--- src/rtl/rr_dec_arbiter.sv ---
// 16-requester round-robin arbiter with one-hot and binary grant outputs.
// Define ARB_HOLD_TIMEOUT_EN to bound each grant to HOLD_MAX cycles with a timeout pulse.
module rr_dec_arbiter #(
   parameter int unsigned HOLD_MAX = 8,
   parameter int unsigned CNT_W    = 8
) (
   input  logic        i_clk,
   input  logic        i_rst_n,
   input  logic        i_en,
   input  logic [15:0] i_req,
   output logic [15:0] o_gnt,
   output logic [3:0]  o_gnt_idx,
   output logic        o_gnt_vld,
   output logic        o_timeout
);

   if ((HOLD_MAX < 2) || (HOLD_MAX > 255) || ((64'd1 << CNT_W) <= 64'(HOLD_MAX))) begin : g_param_err
      $error("rr_dec_arbiter: HOLD_MAX must be 2..255 and fit in CNT_W bits");
   end

   typedef enum logic [0:0] {StIdle, StGrant} state_e;

   state_e      r_state, w_state_d;
   logic [3:0]  r_ptr, w_ptr_d;
   logic [3:0]  r_idx, w_idx_d;
   logic [15:0] r_gnt, w_gnt_d;
   logic        r_timeout, w_timeout_d;

   logic [3:0]  w_win;
   logic [3:0]  w_pos;
   logic        w_found;
   logic        w_start;
   logic        w_release;
   logic        w_expire;

   // Rotating priority scan: first set request at or above ptr, wrapping 15 -> 0.
   always_comb begin
      w_win   = 4'd0;
      w_pos   = 4'd0;
      w_found = 1'b0;
      for (int i = 0; i < 16; i++) begin
         w_pos = r_ptr + 4'(i);
         if (!w_found && i_req[w_pos]) begin
            w_found = 1'b1;
            w_win   = w_pos;
         end
      end
   end

   assign w_start   = (r_state == StIdle) && i_en && w_found;
   assign w_release = (r_state == StGrant) && !i_req[r_idx];

`ifdef ARB_HOLD_TIMEOUT_EN
   logic [CNT_W-1:0] r_cnt, w_cnt_d;

   assign w_expire = (r_state == StGrant) && i_req[r_idx] &&
                     (r_cnt == CNT_W'(HOLD_MAX - 1));

   always_comb begin
      w_cnt_d = r_cnt;
      if (w_start || w_release || w_expire) begin
         w_cnt_d = '0;
      end else if (r_state == StGrant) begin
         w_cnt_d = r_cnt + 1'b1;
      end
   end

   always_ff @(posedge i_clk or negedge i_rst_n) begin
      if (!i_rst_n) begin
         r_cnt <= '0;
      end else begin
         r_cnt <= w_cnt_d;
      end
   end
`else
   assign w_expire = 1'b0;
`endif

   // State register
   always_ff @(posedge i_clk or negedge i_rst_n) begin
      if (!i_rst_n) begin
         r_state <= StIdle;
      end else begin
         r_state <= w_state_d;
      end
   end

   // Next-state logic
   always_comb begin
      w_state_d = r_state;
      unique case (r_state)
         StIdle:  if (w_start) w_state_d = StGrant;
         StGrant: if (w_release || w_expire) w_state_d = StIdle;
         default: w_state_d = StIdle;
      endcase
   end

   // Grant datapath next values
   always_comb begin
      w_ptr_d     = r_ptr;
      w_idx_d     = r_idx;
      w_gnt_d     = r_gnt;
      w_timeout_d = 1'b0;
      if (w_start) begin
         w_idx_d = w_win;
         w_gnt_d = 16'd1 << w_win;
      end else if (w_release || w_expire) begin
         w_idx_d     = 4'd0;
         w_gnt_d     = 16'd0;
         w_ptr_d     = r_idx + 4'd1;
         w_timeout_d = w_expire;
      end
   end

   always_ff @(posedge i_clk or negedge i_rst_n) begin
      if (!i_rst_n) begin
         r_ptr     <= 4'd0;
         r_idx     <= 4'd0;
         r_gnt     <= 16'd0;
         r_timeout <= 1'b0;
      end else begin
         r_ptr     <= w_ptr_d;
         r_idx     <= w_idx_d;
         r_gnt     <= w_gnt_d;
         r_timeout <= w_timeout_d;
      end
   end

   // Output logic
   always_comb begin
      o_gnt     = r_gnt;
      o_gnt_idx = r_idx;
      o_gnt_vld = |r_gnt;
      o_timeout = r_timeout;
   end

endmodule

--- config.mk ---
export PLATFORM = sky130hd
export DESIGN_NAME = rr_dec_arbiter
export DESIGN_NICKNAME = d
export VERILOG_FILES = /design/src/rtl/rr_dec_arbiter.sv
export SDC_FILE = /design/constraint.sdc
export NUM_CORES = 1
export LEC_CHECK = 0
export BUFFER_PORTS_ARGS = -buffer_cell sky130_fd_sc_hd__buf_2
export CORE_MARGIN = 5
export CORE_UTILIZATION = 45
export CTS_CLUSTER_DIAMETER = 100
export DETAILED_ROUTE_END_ITERATION = 6
export GPL_ROUTABILITY_DRIVEN = 0
export PLACE_DENSITY = 0.7
export SYNTH_ARGS = -nofsm -noshare
export SYNTH_HDL_FRONTEND = slang
export SYNTH_SLANG_ARGS = --single-unit
--- constraint.sdc ---
create_clock -name i_clk -period 5.8 [get_ports i_clk]
set_clock_uncertainty 0.05 [all_clocks]
set_input_delay 0.29 -clock i_clk [delete_from_list [all_inputs] [get_ports i_clk]]
set_output_delay 0.29 -clock i_clk [all_outputs]
set_load 0.005 [all_outputs]
==> metrics <==
status finished clean; Setup Crit Path Kind register to register; Final setup viols 0; Worst R2R Setup Slack 1.05 ns; dominant cells by area after synthesis mux4_2 (17%), dfrtp_1 (17%), mux2i_1 (7.5%); Setup crit end kind register; clk_lat worst skew 0.27 ns; setup slack after layout 1.05 ns; ratio of cells with drive above 1 in the final layout 0.304; Placed Area 0.00389 mm2; placed insts 508; number of synthesized flops with an enable pin 0; Final min period 4.75 ns; CP endpoint o_gnt_idx[3]; Root Buffer Master clkbuf_8; cts-stage hold buffer count 1; antenna cell count 0; core area 0.00781 mm2; area occupied by multi-input gates 0.00284 mm2; Post-Syn Nets 406; maximum clock rate 210 MHz; setup TNS 0 ns; unrepaired setup endpoints after global routing false; antenna violations before repair 0; first-pass GRT wire length 18,100 um; vias in the first global route 3,531; Post-DRT Antenna Nets 0; Netlist cell types 78; Pre-antenna DRT Iters 6; MaxCap Viol Count 0; die area 0.00995 mm2; final instance area 0.00395 mm2; Reg clk slew, reported paths 0.09 ns; P&R area growth vs syn 8.90%; Setup WS pre-CTS 1.10 ns; Reg2Reg Capture Point o_gnt_idx[3]; Main synth FF type dfrtp_1; worst relative slew slack 0.329; count of state elements after synthesis 25; I/O pins 41; Final Hold Fails 0; part of the cycle the worst path needs 0.819; register area share after synthesis 0.173; number of DRC markers in iteration 0 387; non-filler cells, final 513; Yosys Warn Count 0; clk buf depth 2; fill count 732; drt via density 7.05; htree depth 1; most common cell after layout, fill and taps aside buf_2; port bufs 39; wire length per cell 21.5 um; gr usage total 0.226; Final HPWL DP 8530 um; most frequent cells in the layout buf_2 (39), nand2_1 (36), mux4_2 (28); CTS tree built; Worst EP arrival 4.91 ns; Post-Synthesis Cells 379; die width 99.8 um; area leader, netlist mux4_2; peak fanout along the critical path 18; worst endpoint required time 5.96 ns; Mapped Area 0.00363 mm2; Hold/Removal Path Class primary input to register; startpoint types register; storage element area 626 um2; nets@finish 439; GRT overflow 0; R2R Path Start r_ptr[1]; CTS buffer count 3; largest net degree at the start of global routing 30; origin of the worst setup path r_ptr[1]; worst-margin pin slew 1.01 ns; # resized after CTS 0; Worst R2R Path Depth 11; row count 32; pins over their slew limit 0; vias 3,615; Avg Inst Size Synth 9.57 um2; DIE HEIGHT 99.8 um; setup bufs post-CTS 0; Sink Count 25; ys async rst share 1.00; DR DRC count 0; DRT Wirelength 11,000 um; Starting Density 0.464; area fraction of the dominant cell type after synthesis 0.174
## per-stage QoR
stage | util | hold WS (ns)
floorplan | - | -0.0556
global placement | 0.499 | 0.251
detailed placement | 0.499 | 0.255
CTS | 0.506 | 0.402
global route | 0.506 | 0.410
finish | 0.506 | 0.415
## layer usage
layer | global-route usage | part of all wire | vias up
met3 | 0.0561 | 0.10 | 38
met1 | 0.287 | 0.39 | 1745
met4 | 0.112 | 0.042 | 0
met5 | 0 | 0 | -
met2 | 0.356 | 0.47 | 254
li1 | - | - | 1578
## worst min-delay path by stage
stage | to | cells past startpoint | from | slack, ns
CTS | r_state | 4 | i_en | 0.40
floorplan | o_gnt[0] | 0 | i_rst_n | -0.06
finish | r_state | 4 | i_en | 0.42
global route | r_state | 4 | i_en | 0.41
global placement | o_gnt[10] | 1 | i_rst_n | 0.25
detailed placement | o_gnt[10] | 1 | i_rst_n | 0.26
## state kept, by name, indices dropped and copies added, names as in the netlist
register,flops
o_gnt,16
o_gnt_idx,4
r_ptr,4
r_state,1
## area by class of cell
type | count | share of cell area
Clock buffer | 3 | 0.0105
Clock inverter | 1 | 0.00127
Sequential cell | 25 | 0.158
Timing Repair Buffer | 47 | 0.0653
Tap cell | 102 | 0.0323
Multi-Input combinational cell | 321 | 0.719
Inverter | 14 | 0.0133
## critical path, cell delays in order (launching register included)
cell	delay, ns
dfrtp_1	0.35
inv_1	0.04
buf_4	0.16
ha_1	0.72
mux4_2	0.68
mux4_2	0.58
nor4b_4	0.32
nand2_2	0.18
or3_4	0.49
o31ai_4	0.30
and2_1	0.59
a22o_1	0.24
## cell usage after synthesis (all sizes together) (7+ instances only)
master and number:
xnor2 7, ha 8, mux2 12, mux2i 28
a32o 18, and2 8, a31oi 7, nand2 37
dfrtp 25, a21oi 20, buf 13, o21ai 15
nor2 23, inv 14, mux4 29, nor4 7
nand3 11
## cell families after synthesis
| logic type | synth area share |
|---|---|
| xor gates and xnor gates | 0.0335 |
| AOI/OAI and AO/OA | 0.259 |
| DFF | 0.173 |
| muxes | 0.297 |
| buffers and inverters | 0.0445 |
| adders and majority gates | 0.0276 |
| and+or+nand+nor | 0.165 |
| other | 0.00103 |
Power is left out: the tool's default activity adds up to more than one toggle a clock period on the data nets, which glitch-free logic cannot reach.
